**config.mk**
```make
export PLATFORM = sky130hd
export DESIGN_NAME = fetch_unit
export DESIGN_NICKNAME = d
export VERILOG_FILES = /design/src/rtl/fetch_unit.sv
export SDC_FILE = /design/constraint.sdc
export NUM_CORES = 1
export LEC_CHECK = 0
export ABC_AREA = 1
export ABC_CLOCK_PERIOD_IN_PS = 6880
export CORE_AREA = 8 8 181 183
export CTS_CLUSTER_DIAMETER = 120
export DETAILED_ROUTE_END_ITERATION = 16
export DIE_AREA = 0 0 189 191
export GPL_TIMING_DRIVEN = 0
export PLACE_DENSITY = 0.57
export SLEW_MARGIN = 0
export SYNTH_ARGS = -nofsm -noshare
export SYNTH_HDL_FRONTEND = slang
export SYNTH_SLANG_ARGS = --single-unit
```
**constraint.sdc**
```tcl
create_clock -name clk_i -period 6.88 [get_ports clk_i]
set_clock_uncertainty 0.2 [all_clocks]
set_input_delay 1.376 -clock clk_i [delete_from_list [all_inputs] [get_ports clk_i]]
set_output_delay 1.376 -clock clk_i [all_outputs]
set_load 0.03 [all_outputs]
```
**src/rtl/fetch_unit.sv**
```systemverilog
// Instruction fetch stage: single-outstanding instruction port feeding a small prefetch FIFO.
// Optional feature macro: FETCH_MISALIGN_EXC_EN (misaligned redirect raises an exception entry).
module fetch_unit #(
  parameter logic [31:0] RESET_ADDR = 32'h8000_0000,
  parameter int unsigned FIFO_DEPTH = 2
) (
  input  logic        clk_i,
  input  logic        rst_i,
  output logic [31:0] iport_addr_o,
  output logic        iport_cyc_o,
  output logic        iport_stb_o,
  input  logic [31:0] iport_dat_i,
  input  logic        iport_ack_i,
  input  logic        iport_err_i,
  input  logic        redirect_i,
  input  logic [31:0] redirect_pc_i,
  input  logic        stall_i,
  output logic [31:0] instruction_o,
  output logic [31:0] pc_o,
  output logic        valid_o,
  output logic        e_inst_access_fault_o,
  output logic        e_inst_addr_misaligned_o
);
  localparam int unsigned PW = $clog2(FIFO_DEPTH);
  localparam int unsigned CW = PW + 1;
  localparam logic [31:0] NOP = 32'h0000_0013;

  typedef enum logic [2:0] {IDLE, BUSY, DISCARD, DRAIN_HALT, HALT} state_t;

  state_t state_q, state_d;
  logic [31:0] fetch_pc_q, fetch_pc_d, addr_q, addr_d;
  logic [PW-1:0] rd_ptr_q, wr_ptr_q, wr_idx;
  logic [CW-1:0] count_q;
  logic [31:0] pc_mem [FIFO_DEPTH];
  logic [31:0] instr_mem [FIFO_DEPTH];
  logic [FIFO_DEPTH-1:0] fault_mem;
  logic push, pop, flush, xfer_done, push_fault, push_mis;
  logic [31:0] push_pc, push_instr;
  logic [31:0] target;
  logic target_misaligned;

  assign xfer_done    = iport_ack_i || iport_err_i;
  assign iport_cyc_o  = (state_q == BUSY) || (state_q == DISCARD) || (state_q == DRAIN_HALT);
  assign iport_stb_o  = iport_cyc_o;
  assign iport_addr_o = addr_q;
  assign valid_o      = (count_q != '0);
  assign pop          = valid_o && !stall_i && !redirect_i;
  assign wr_idx       = flush ? '0 : wr_ptr_q;

  assign instruction_o         = valid_o ? instr_mem[rd_ptr_q] : '0;
  assign pc_o                  = valid_o ? pc_mem[rd_ptr_q] : '0;
  assign e_inst_access_fault_o = valid_o && fault_mem[rd_ptr_q];

`ifdef FETCH_MISALIGN_EXC_EN
  logic [FIFO_DEPTH-1:0] mis_mem;
  assign target            = redirect_pc_i;
  assign target_misaligned = (redirect_pc_i[1:0] != 2'b00);
  assign e_inst_addr_misaligned_o = valid_o && mis_mem[rd_ptr_q];

  always_ff @(posedge clk_i or posedge rst_i) begin
    if (rst_i) mis_mem <= '0;
    else if (push) mis_mem[wr_idx] <= push_mis;
  end
`else
  logic unused_low_bits;
  assign target            = {redirect_pc_i[31:2], 2'b00};
  assign target_misaligned = 1'b0;
  assign unused_low_bits   = ^{redirect_pc_i[1:0], push_mis};
  assign e_inst_addr_misaligned_o = 1'b0;
`endif

  always_comb begin
    state_d    = state_q;
    fetch_pc_d = fetch_pc_q;
    addr_d     = addr_q;
    flush      = 1'b0;
    push       = 1'b0;
    push_pc    = fetch_pc_q;
    push_instr = iport_dat_i;
    push_fault = 1'b0;
    push_mis   = 1'b0;
    if (redirect_i) begin
      // An outstanding cycle must still be absorbed before anything new is issued.
      flush      = 1'b1;
      fetch_pc_d = target;
      if (target_misaligned) begin
        push       = 1'b1;
        push_pc    = target;
        push_instr = NOP;
        push_mis   = 1'b1;
        state_d    = (iport_cyc_o && !xfer_done) ? DRAIN_HALT : HALT;
      end else begin
        state_d = (iport_cyc_o && !xfer_done) ? DISCARD : IDLE;
      end
    end else begin
      case (state_q)
        IDLE: begin
          if (count_q < CW'(FIFO_DEPTH)) begin
            state_d = BUSY;
            addr_d  = fetch_pc_q;
          end
        end
        BUSY: begin
          if (iport_ack_i) begin
            push       = 1'b1;
            fetch_pc_d = fetch_pc_q + 32'd4;
            state_d    = IDLE;
          end else if (iport_err_i) begin
            push       = 1'b1;
            push_instr = NOP;
            push_fault = 1'b1;
            state_d    = HALT;
          end
        end
        DISCARD:    if (xfer_done) state_d = IDLE;
        DRAIN_HALT: if (xfer_done) state_d = HALT;
        default:    state_d = state_q;
      endcase
    end
  end

  always_ff @(posedge clk_i or posedge rst_i) begin
    if (rst_i) begin
      state_q    <= IDLE;
      fetch_pc_q <= RESET_ADDR;
      addr_q     <= RESET_ADDR;
    end else begin
      state_q    <= state_d;
      fetch_pc_q <= fetch_pc_d;
      addr_q     <= addr_d;
    end
  end

  always_ff @(posedge clk_i or posedge rst_i) begin
    if (rst_i) begin
      rd_ptr_q  <= '0;
      wr_ptr_q  <= '0;
      count_q   <= '0;
      fault_mem <= '0;
      for (int unsigned i = 0; i < FIFO_DEPTH; i++) begin
        pc_mem[i]    <= '0;
        instr_mem[i] <= '0;
      end
    end else begin
      if (push) begin
        pc_mem[wr_idx]    <= push_pc;
        instr_mem[wr_idx] <= push_instr;
        fault_mem[wr_idx] <= push_fault;
      end
      if (flush) begin
        rd_ptr_q <= '0;
        wr_ptr_q <= push ? PW'(1) : '0;
        count_q  <= push ? CW'(1) : '0;
      end else begin
        if (push) wr_ptr_q <= wr_ptr_q + PW'(1);
        if (pop)  rd_ptr_q <= rd_ptr_q + PW'(1);
        count_q <= count_q + CW'(push) - CW'(pop);
      end
    end
  end
endmodule

```
== Yosys cells after proc, flatten, opt, wreduce, memory -nomap -nowiden ==
Cells that the tools add are included.
Widths: inputs -> output; s select.

* Bits in registers: 201
* Bits of input ports: 70

* $add $sub $neg: 5
* Order comparisons: 7
* Equal/unequal tests: 7
* Muxes and demuxes: 48
* Bitwise gates (word level): 3
* Reductions and logical operators: 22

{| class="wikitable"
|+ Operator list
! operator !! number
|-
| $mux 32 || 16
|-
| $bwmux 64 || 2
|-
| $add 32x3->32 const B || 1
|-
| $demux 32 s1 || 1
|-
| $mux 1 || 18
|-
| $mux 3 || 6
|-
| $pmux 3 s4 || 1
|-
| $reduce_bool 2->1 || 5
|-
| $ne 3x3->1 const B || 3
|-
| $eq 3x2->1 const B || 2
|-
| $logic_and 1x1->1 || 6
|-
| $reduce_and 5->1 || 1
|-
| $reduce_bool 5->1 || 1
|-
| $ge 2x2->1 const B || 2
|-
| $lt 1x2->1 const B || 2
|-
| $mux 2 || 2
|-
| $ne 4x4->1 const B || 1
|-
| $not 1->2 || 2
|-
| $eq 3x1->1 const B || 1
|-
| $logic_not 1->1 || 3
|-
| $logic_not 3->1 || 1
|-
| $logic_or 1x1->1 || 3
|-
| $reduce_and 3->1 || 1
|-
| $add 1x1->1 const B || 2
|-
| other kinds (9) || 9
|}

== Longest topological paths before layout ==
Gate-level depths: netlist of the first run.

* Depth in word-level cells: 8
* Gate-level depth with buffers: 11

== Worst setup path after synthesis of the first run ==
Ideal clock, no wire load.

* Path type: flip-flop to output port
* Start point: register rd_ptr_q
* End point: output instruction_o[10]
* Arrival time: 1.596 ns
* Path slack: 3.708 ns
* Stages on the path, launching flop included: 7
* Buffers on the path: 3
* Cell sequence: dfrtp_1 clkbuf_1 inv_1 buf_2 buf_1 nand2_1 a21oi_1

* Word-level cells in the longest chain between the ends: 5

{| class="wikitable"
|+ RTL lines
! what !! RTL line !! text
|-
| start: declaration || 32 || <nowiki>logic [PW-1:0] rd_ptr_q, wr_ptr_q, wr_idx;</nowiki>
|-
| start signal: assignment || 156 || <nowiki>if (pop) rd_ptr_q <= rd_ptr_q + PW'(1);</nowiki>
|-
| $not 1->2 (not written as such) || 50 || <nowiki>assign instruction_o = valid_o ? instr_mem[rd_ptr_q] : '0;</nowiki>
|-
| $mux 32 (not written as such) (3 in series) || 50 ||
|-
| $mux 32 || 50 ||
|-
| end: declaration || 18 || <nowiki>output logic [31:0] instruction_o,</nowiki>
|}

No other way between the ends. The select of a mux whose other input is x is not followed.

== Final worst setup path of the first run ==
* Start point: register rd_ptr_q
* End point: output pc_o[17]

* Word-level cells in the longest chain between the ends: 5

{| class="wikitable"
|+ RTL lines
! what !! RTL line !! text
|-
| $not 1->2 (not written as such) || 51 || <nowiki>assign pc_o = valid_o ? pc_mem[rd_ptr_q] : '0;</nowiki>
|-
| $mux 32 (not written as such) (3 in series) || 51 ||
|-
| $mux 32 || 51 ||
|-
| end: declaration || 19 || <nowiki>output logic [31:0] pc_o,</nowiki>
|}

No other way between the ends. The select of a mux whose other input is x is not followed.

==> impl_metrics.csv, run 1 <==
group,metric,value,unit
floorplanning,coreArea,0.03003,mm2
logic_synthesis,synth.avg_cell_area,7.854,um2
min_path,holdCritPathClass,"flop to flop",
timing,finalWorstSetupSlack,2.335,ns
drt,dr_total_vias,8393,
global_route,grt.total_usage,0.1707,
timing,rsz0062_at_grt,"no",
layout,multi_input_area,0.003750,mm2
clock_tree,ctsResizeCount,0,
clock_tree,cts_setup_buffers,0,
drt,wl_per_cell,17.31,um
clock_tree,clkLatencyLatePin,0.43,ns
critical_path,worstPathRequired,5.30,ns
drt,drt-initial-drc-count,643,
clock_tree,cts_buffer_depth,2,
global_route,grt_pass1_vias,8581,
clock_tree,h-tree-depth,4,
drt,routed_wl,30490,um
clock_tree,numCtsBuffers,17,
global_route,antenna_found_initial,0,
outcome,outcome,"finished clean",
layout,layout_common_cells,"458 x nand2_1, 191 x dfrtp_1, 162 x clkdlybuf4s50_1, 119 x o21ai_0, 65 x a21oi_1",
timing,tightestPinTransition,0.7121,ns
clock_tree,cts_root_buf,"clkbuf_16",
floorplanning,ios,171,
logic_synthesis,yosys_register_bits,193,
timing,setup_tns,0,ns
layout,ff_latch_area,0.004832,mm2
run,drv_cap,0,
critical_path,arrival,2.97,ns
clock_tree,postCtsHoldBufs,0,
layout,fill_cells,3132,
global_route,grt_pass1_wl,48580,um
drt,drc,0,
pwr,ir_drop,0.1875,mV
timing,finalCriticalPeriod,4.545,ns
floorplanning,start_util,0.3050,
global_route,grt_start_max_net_pins,124,
critical_path,setup.worst_path.end_class,"output port",
clock_tree,cts_tree,"done",
critical_path,critPathLaunchType,"flop",
logic_synthesis,yosysSeqAreaShare,0.5277,
layout,drive_gt1_frac,0.06520,
place,port_buffers,162,
layout,antenna_cells,0,
timing,drv_slew,0,
drt,drt-pass1-iter-count,5,
drt,ant_nets,0,
place,gp_congestion,0.9269,
layout,area_growth,29.90,%
clock_tree,clock-sinks,193,
place,post-place-ws,2.742,ns
logic_synthesis,syn_inst,1166,
pwr,powerDensity,407.6,mW/mm2
timing,final-setup-viol-count,0,
layout,fin_util,0.3961,
global_route,grt-ovfl-total,0,
critical_path,path_max_fanout,10,
clock_tree,cts.clk_slew.worst_paths,0.07,ns
logic_synthesis,synth_warnings,0,
logic_synthesis,netlist_area,0.009158,mm2
layout,layout.nets,1425,
timing,fmax,0.2200,GHz
layout,final_common_cell,"nand2_1",
critical_path,critPathKind,"flop to output port",
floorplanning,dieArea,0.03610,mm2
floorplanning,fp-row-count,64,
floorplanning,die_w,189,um
floorplanning,die_h,191,um
place,dp.cells,1729,
drt,viasPerCell,4.766,
place,place_hpwl,22360,um
logic_synthesis,yosys.cell_types.count,34,
timing,finalHoldViolCount,0,
layout,finalNonFillerCells,1761,
timing,finalCritPeriodShare,0.6606,
pwr,power_leakage,5.346,nW
timing,slew_headroom,0.5253,
==> metal layers <==
metal,vias to the layer above,share of wire,global-route usage
met4,0,0.010,0.03518
met5,-,0,0
met3,20,0.063,0.03940
met2,242,0.47,0.2820
li1,4112,-,-
met1,4019,0.46,0.2263
==> sequential cells by signal, indices dropped and copies added (netlist names) <==
register,flops
count_q,2
fault_mem,2
instr_mem,64
fetch_pc_q,30
wr_ptr_q,1
state_q,3
rd_ptr_q,1
pc_mem,60
iport_addr_o,30
==> power breakdown <==
group          internal [mW]  switching, mW
sequential              1.61          0.278
combinational          0.728           1.26
clock                  0.517          0.455
total                   2.86           1.99
==> worst max-delay path: stages (launching register included) <==
cell	delay (ns)
dfrtp_1	0.36
clkbuf_1	0.23
inv_1	0.12
buf_2	0.25
buf_1	0.44
nand2_1	0.10
a21oi_1	0.30
clkdlybuf4s50_1	0.74
==> Yosys cell counts, drive strengths merged <==
library cell / number / area share
nor3: 3 / 0.0016
o21ai: 169 / 0.096
dfrtp: 191 / 0.52
o221ai: 1 / 0.00096
o22ai: 1 / 0.00068
and3: 1 / 0.00068
nor2: 69 / 0.030
nor3b: 2 / 0.0016
inv: 57 / 0.023
a21oi: 65 / 0.036
dfstp: 2 / 0.0057
a31oi: 1 / 0.00068
a211oi: 1 / 0.00082
o211ai: 4 / 0.0033
o21bai: 5 / 0.0041
nand3: 42 / 0.023
ha: 3 / 0.0041
xnor2: 1 / 0.00096
o2111ai: 1 / 0.00096
buf: 40 / 0.028
clkbuf: 31 / 0.013
nand4: 5 / 0.0034
nand2: 461 / 0.19
conb: 1 / 0.00041
xor2: 9 / 0.0086
==> kinds of logic after synthesis <==
| kind of cell | synth area share |
|---|---|
| AO/OA/AOI/OAI | 0.1435 |
| XOR/XNOR | 0.009565 |
| adder cells (fa/ha/maj) | 0.004099 |
| buffers and inverters | 0.06449 |
| flip-flops | 0.5277 |
| other | 0.0004095 |
| AND/OR/NAND/NOR | 0.2503 |
==> per-stage QoR <==
stage               power, mW  instance area (um2)  hold WS, ns
floorplan               3.115                 9173       0.2422
global placement        3.876                11290       0.2550
detailed placement      3.914                11320       0.2595
CTS                     4.903                11900       0.2766
global route            5.202                11900       0.3003
finish                  4.848                11900       0.2766
==> area by class of cell <==
class,instances,share of cell area
Buffer,71,0.03166
Clock buffer,19,0.03724
Clock inverter,13,0.01073
Inverter,57,0.01862
Multi-Input combinational cell,849,0.3152
Sequential cell,193,0.4062
Tap cell,396,0.04165
Timing Repair Buffer,163,0.1386
==> path summary, 6_finish.rpt <==
path                            depth (start not counted)                to  slack, ns          start
worst max register to register                         10    fetch_pc_q[28]       4.62  fetch_pc_q[2]
worst max-delay path                                    7          pc_o[17]       2.34       rd_ptr_q
min in group asynchronous                               2     instr_mem[57]       1.19          rst_i
worst min register to register                          2     instr_mem[33]       0.28  instr_mem[33]
worst min-delay path                                    2     instr_mem[33]       0.28  instr_mem[33]
max in group asynchronous                               3  iport_addr_o[23]       4.24          rst_i
(Power assumes the default switching activity.)
==> inputs of run 2 (changes only) <==
--- a/config.mk
+++ b/config.mk
@@ -6,13 +6,13 @@
 export NUM_CORES = 1
 export LEC_CHECK = 0
 export ABC_AREA = 1
-export ABC_CLOCK_PERIOD_IN_PS = 6880
+export ABC_CLOCK_PERIOD_IN_PS = 4250
 export CORE_AREA = 8 8 181 183
 export CTS_CLUSTER_DIAMETER = 120
 export DETAILED_ROUTE_END_ITERATION = 16
 export DIE_AREA = 0 0 189 191
 export GPL_TIMING_DRIVEN = 0
-export PLACE_DENSITY = 0.57
+export PLACE_DENSITY = 0.55
 export SLEW_MARGIN = 0
 export SYNTH_ARGS = -nofsm -noshare
 export SYNTH_HDL_FRONTEND = slang
==> constraint.sdc (replaced) <==
create_clock -name clk_i -period 4.25 [get_ports clk_i]
set_clock_uncertainty 0.2 [all_clocks]
set_input_delay 0.85 -clock clk_i [delete_from_list [all_inputs] [get_ports clk_i]]
set_output_delay 0.85 -clock clk_i [all_outputs]
set_load 0.03 [all_outputs]
==> impl_metrics.csv, run 2 (synthesis results as in run 1) <==
group,metric,value,unit
timing,fmax,0.2486,GHz
critical_path,r2r-start,"fetch_pc_q[2]",
layout,fill_cells,3140,
timing,finalCriticalPeriod,4.023,ns
timing,whs,0.2771,ns
critical_path,arrival,2.97,ns
timing,drv_slew,0,
clock_tree,cts.clk_slew.worst_paths,0.07,ns
timing,finalCritPeriodShare,0.9465,
clock_tree,numCtsBuffers,17,
critical_path,r2r_setup_slack,2.05,ns
min_path,whs_endpoint,"instr_mem[32]",
clock_tree,h-tree-depth,4,
layout,layout_common_cells,"458 x nand2_1, 191 x dfrtp_1, 162 x clkdlybuf4s50_1, 119 x o21ai_0, 65 x a21oi_1",
clock_tree,cts_root_buf,"clkbuf_16",
floorplanning,start_util,0.3050,
critical_path,setup.worst_path.end_class,"output port",
drt,drt-pass1-iter-count,6,
pwr,total_power,7.944,mW
min_path,holdCritPathClass,"flop to flop",
outcome,outcome,"finished clean",
global_route,grt-ovfl-total,0,
drt,drc,0,
layout,final_common_cell,"nand2_1",
layout,top_register,"instr_mem",
drt,dr_total_vias,8391,
floorplanning,die_h,191,um
place,port_buffers,162,
layout,drive_gt1_frac,0.06939,
critical_path,rr_worst_depth,10,
clock_tree,clock-sinks,193,
layout,antenna_cells,0,
floorplanning,dieArea,0.03610,mm2
pwr,power_leakage,5.405,nW
clock_tree,cts_buffer_depth,2,
global_route,grt.total_usage,0.1698,
min_path,min_from,"instr_mem[32]",
floorplanning,die_w,189,um
layout,area_growth,31.11,%
floorplanning,coreArea,0.03003,mm2
timing,rsz0062_at_grt,"no",
timing,slew_headroom,0.4607,
critical_path,worstPathRequired,3.20,ns
critical_path,critPathLaunchType,"flop",
drt,viasPerCell,4.754,
critical_path,cp_slowest_cell,"clkdlybuf4s50_1",
drt,wl_per_cell,17.39,um
critical_path,max_stage_delay,0.73,ns
critical_path,path_max_fanout,10,
global_route,grt_pass1_wl,48180,um
place,gp_congestion,0.9321,
critical_path,critPathMostFrequentCell,"clkbuf_1",
drt,drt-initial-drc-count,705,
floorplanning,fp-row-count,64,
global_route,antenna_found_initial,1,
place,place_hpwl,22750,um
pwr,powerDensity,661.6,mW/mm2
pwr,ir_drop,0.2771,mV
timing,final-setup-viol-count,0,
clock_tree,cts_tree,"done",
critical_path,critPathKind,"flop to output port",
critical_path,worstPathCellList,"clkbuf_1, inv_1, buf_2, clkbuf_1, nand2_1, a21oi_1, clkdlybuf4s50_1",
layout,reg_top3,"instr_mem: 64 flops, pc_mem: 60 flops",
global_route,grt_pass1_vias,8357,
layout,layout.nets,1429,
layout,finalNonFillerCells,1765,
drt,routed_wl,30700,um
layout,largest_reg_flops,64,
timing,finalHoldViolCount,0,
clock_tree,clkLatencyLatePin,0.44,ns
floorplanning,ios,171,
place,dp.cells,1733,
run,drv_cap,0,
drt,ant_nets,0,
critical_path,r2r-end,"fetch_pc_q[28]",
min_path,holdPathStages,2,
timing,tightestPinTransition,0.8072,ns
global_route,grt_start_max_net_pins,39,
[run 2: where the power goes]
part / internal (mW) / total [mW] / switching (mW)
sequential: 2.61 / 3.06 / 0.452
combinational: 1.19 / 3.22 / 2.03
clock: 0.916 / 1.66 / 0.748
[run 2: how the worst max path moves through the flow]
stage	depth (start not counted)	slack [ns]	to	startpoint
6_report	7	0.23	instruction_o[30]	rd_ptr_q
5_1_grt	7	0.03	instruction_o[30]	rd_ptr_q
4_1_cts	7	0.12	pc_o[18]	rd_ptr_q
3_5_place_dp	7	0.60	pc_o[18]	rd_ptr_q
3_3_place_gp	2	-1.02	iport_addr_o[26]	rst_i
2_1_floorplan	1	0.71	count_q[0]	rst_i
[run 2: routing by layer]
layer | global-route usage | wire (um)
met5 | 0 | 13
met2 | 0.2701 | 14050
met3 | 0.03721 | 1601
met1 | 0.2332 | 14610
met4 | 0.03969 | 423
[run 2: timing repair]
item                       CTS  global route
buffers inserted             0             0
hold buffers                 0             0
setup endpoints to repair    0             5
gates resized for setup      0             2
[run 2: cell type report]
| type | instances | area [um2] | share of cell area |
|---|---|---|---|
| tap | 396 | 495.5 | 0.04127 |
| sequential | 193 | 4832 | 0.4025 |
| clock inverter | 12 | 146.4 | 0.01219 |
| timing repair buffer | 167 | 1729 | 0.1440 |
| clock buffer | 20 | 456.7 | 0.03804 |
| inverter | 57 | 217.7 | 0.01813 |
| multi-input combinational | 849 | 3750 | 0.3123 |
| buffer | 71 | 379.1 | 0.03158 |
[run 2: metrics by stage]
stage	cell area [um2]	utilization	setup TNS [ns]	setup slack [ns]
after floorplan	9176	-	0	0.7112
final	12010	0.3998	0	0.2272
after CTS	12000	0.3998	0	0.1211
after global routing	12010	0.3998	0	0.03006
after global placement	11290	0.3761	-189.56	-1.017
after detailed placement	11400	0.3797	0	0.6035
[run 2: worst max-delay path: cells and delay by family (launching register included)]
kind                   cells  cell delay, ns
AO/OA/AOI/OAI              1            0.25
flip-flops                 1            0.36
buffers and inverters      5            1.85
AND/OR/NAND/NOR            1            0.09
==> inputs of run 3 (changes only) <==
--- a/config.mk
+++ b/config.mk
@@ -5,12 +5,11 @@
 export SDC_FILE = /design/constraint.sdc
 export NUM_CORES = 1
 export LEC_CHECK = 0
-export ABC_AREA = 1
 export ABC_CLOCK_PERIOD_IN_PS = 4250
-export CORE_AREA = 8 8 181 183
+export CORE_AREA = 8 8 178 180
 export CTS_CLUSTER_DIAMETER = 120
 export DETAILED_ROUTE_END_ITERATION = 16
-export DIE_AREA = 0 0 189 191
+export DIE_AREA = 0 0 186 188
 export GPL_TIMING_DRIVEN = 0
 export PLACE_DENSITY = 0.55
 export SLEW_MARGIN = 0
==> impl_metrics.csv, run 3 <==
group,metric,value,unit
drt,dr_total_vias,6835,
global_route,grt_pass1_wl,41090,um
place,place_hpwl,18830,um
logic_synthesis,synthTopCellsByCount,"191 x dfrtp_1, 129 x nand2_1, 86 x o21ai_0",
global_route,grt_pass1_vias,7134,
clock_tree,clock-sinks,193,
critical_path,critPathKind,"flop to output port",
critical_path,r2r-end,"fetch_pc_q[25]",
logic_synthesis,yosys_register_bits,193,
global_route,antenna_found_initial,0,
logic_synthesis,synth.most_common_cell,"dfrtp_1",
timing,rsz0062_at_grt,"no",
floorplanning,dieArea,0.03497,mm2
place,gp_congestion,0.7693,
critical_path,rr_worst_depth,7,
timing,tightestPinTransition,0.7777,ns
logic_synthesis,netlist_area,0.008836,mm2
timing,finalCriticalPeriod,4.043,ns
min_path,min_from,"instr_mem[7]",
min_path,holdCritPathClass,"flop to flop",
logic_synthesis,synthFlopType,"dfrtp_1",
drt,viasPerCell,4.763,
logic_synthesis,syn_inst,839,
pwr,total_power,7.332,mW
outcome,outcome,"finished clean",
floorplanning,ios,171,
layout,final_common_cell,"dfrtp_1",
logic_synthesis,yosysTopAreaCellShare,0.5409,
floorplanning,start_util,0.3046,
logic_synthesis,synth_edf_count,0,
drt,routed_wl,26010,um
clock_tree,numCtsBuffers,17,
min_path,holdPathStages,2,
critical_path,r2r_setup_slack,1.46,ns
drt,drt-initial-drc-count,508,
timing,finalHoldViolCount,0,
drt,drt-pass1-iter-count,4,
pwr,ir_drop,0.3692,mV
drt,ant_nets,0,
logic_synthesis,synth_warnings,0,
logic_synthesis,synth.top_cells.by_area,"dfrtp_1 54%, mux2_2 11%, mux2i_1 7.3%",
timing,drv_slew,0,
clock_tree,clkLatencyLatePin,0.43,ns
run,drv_cap,0,
floorplanning,fp-row-count,63,
timing,fmax,0.2473,GHz
place,place_area,0.01107,mm2
logic_synthesis,synth_top_area_cell,"dfrtp_1",
critical_path,setup.worst_path.end_class,"output port",
critical_path,worstPathRequired,3.20,ns
pwr,powerDensity,628.2,mW/mm2
clock_tree,cts_setup_buffers,0,
logic_synthesis,yosysSeqAreaShare,0.5469,
critical_path,critPathLaunchType,"flop",
layout,layout_common_cells,"191 x dfrtp_1, 163 x clkdlybuf4s50_1, 129 x nand2_1, 86 x o21ai_0, 84 x nor2_1",
critical_path,r2r-start,"state_q[1]",
global_route,grt_start_max_net_pins,42,
global_route,grt.total_usage,0.1504,
logic_synthesis,yosys.cell_types.count,41,
clock_tree,cts_tree,"done",
clock_tree,cts.clk_slew.worst_paths,0.08,ns
place,port_buffers,163,
clock_tree,cts_root_buf,"clkbuf_16",
layout,top_register,"instr_mem",
drt,drc,0,
floorplanning,die_h,188,um
min_path,whs_endpoint,"instr_mem[7]",
layout,fin_util,0.4023,
clock_tree,cts_buffer_depth,2,
global_route,grt-ovfl-total,0,
critical_path,arrival,2.99,ns
logic_synthesis,synthArstFlopShare,1.000,
layout,area_growth,32.09,%
layout,drive_gt1_frac,0.1361,
timing,finalCritPeriodShare,0.9513,
layout,layout.nets,1103,
pwr,power_leakage,4.832,nW
logic_synthesis,synth.avg_cell_area,10.53,um2
layout,design_area,0.01167,mm2
clock_tree,h-tree-depth,4,
timing,slew_headroom,0.4816,
drt,wl_per_cell,18.12,um
layout,reg_top3,"instr_mem: 64 flops, pc_mem: 60 flops",
timing,setup_tns,0,ns
critical_path,path_max_fanout,10,
floorplanning,die_w,186,um
floorplanning,coreArea,0.02901,mm2
timing,final-setup-viol-count,0,
layout,largest_reg_flops,64,
## run 3: cell types whose count changed in the layout (fill, tap and decap cells not counted), sizes merged, moves of 16 or more
| cell | delta |
|---|---|
| nand2 | -332 |
| nand3 | -28 |
| a21oi | -61 |
| a31oi | +16 |
| o21ai | -83 |
| or4 | +19 |
| mux2i | +64 |
| mux2 | +83 |
| buf | -18 |
| inv | -50 |
## run 3: power breakdown
group	leakage (nW)	internal, mW	total (mW)	switching (mW)
logic	2.13	1.26	2.83	1.56
clock network	0.278	0.829	1.60	0.770
registers	2.42	2.52	2.91	0.385
## run 3: per-stage QoR
stage          std cells  hold WS [ns]  setup WS, ns
4_1_cts             1433        0.2865       0.09688
3_5_place_dp        1401        0.2698        0.4646
5_1_grt             1433        0.3046      0.009586
6_report            1435        0.2799        0.2071
3_3_place_gp        1396        0.2596       -0.9998
2_1_floorplan        843        0.2492        0.7112
## run 3: layout make-up
cell class | count | area, um2
fillers | 2933 | 17340
plain buffers | 67 | 295.3
repair buffers | 168 | 1732
diodes | 2 | 5.005
inverters | 9 | 37.54
well taps | 390 | 488.0
multi-input cells | 574 | 3700
clock buffers | 17 | 425.4
clock inverters | 15 | 156.4
flip-flops and latches | 193 | 4832
## run 3: worst max-delay path by stage
stage	depth (start not counted)	end	from	slack, ns
2_1_floorplan	1	count_q[0]	rst_i	0.71
3_3_place_gp	2	pc_mem[39]	rst_i	-1.0
3_5_place_dp	5	pc_o[18]	rd_ptr_q	0.46
4_1_cts	5	pc_o[8]	rd_ptr_q	0.1
5_1_grt	5	instruction_o[1]	rd_ptr_q	0.01
6_report	5	pc_o[18]	count_q[1]	0.21
## run 3: per-layer routing
layer | track usage | routed length (um) | part of all wire
met3 | 0.03309 | 1431 | 0.055
met2 | 0.2358 | 12070 | 0.46
met4 | 0.03146 | 176 | 0.0068
met1 | 0.2093 | 12330 | 0.47
met5 | 0 | 0 | 0
## run 3: cell families after synthesis
kind of cell,after synthesis,share of synthesized area
XOR/XNOR,10,0.009913
flip-flops,193,0.5469
other,1,0.0004244
multiplexers,147,0.1783
buffers and inverters,76,0.03611
AND/OR/NAND/NOR,277,0.1391
adder cells (fa/ha/maj),3,0.004249
AO/OA/AOI/OAI,132,0.08510
## run 3: critical path, cell delays in order, from the launching register on
cell and delay, ns:
dfrtp_1 0.41, nor2_1 0.37, clkbuf_1 0.45, buf_1 0.54, nor2_1 0.16, clkdlybuf4s50_1 0.63
## run 3: what timing repair did
| action | in CTS | in global routing |
|---|---|---|
| setup endpoints to repair | 1 | 11 |
| hold buffers | 0 | 0 |
| gates resized for setup | 2 | 4 |
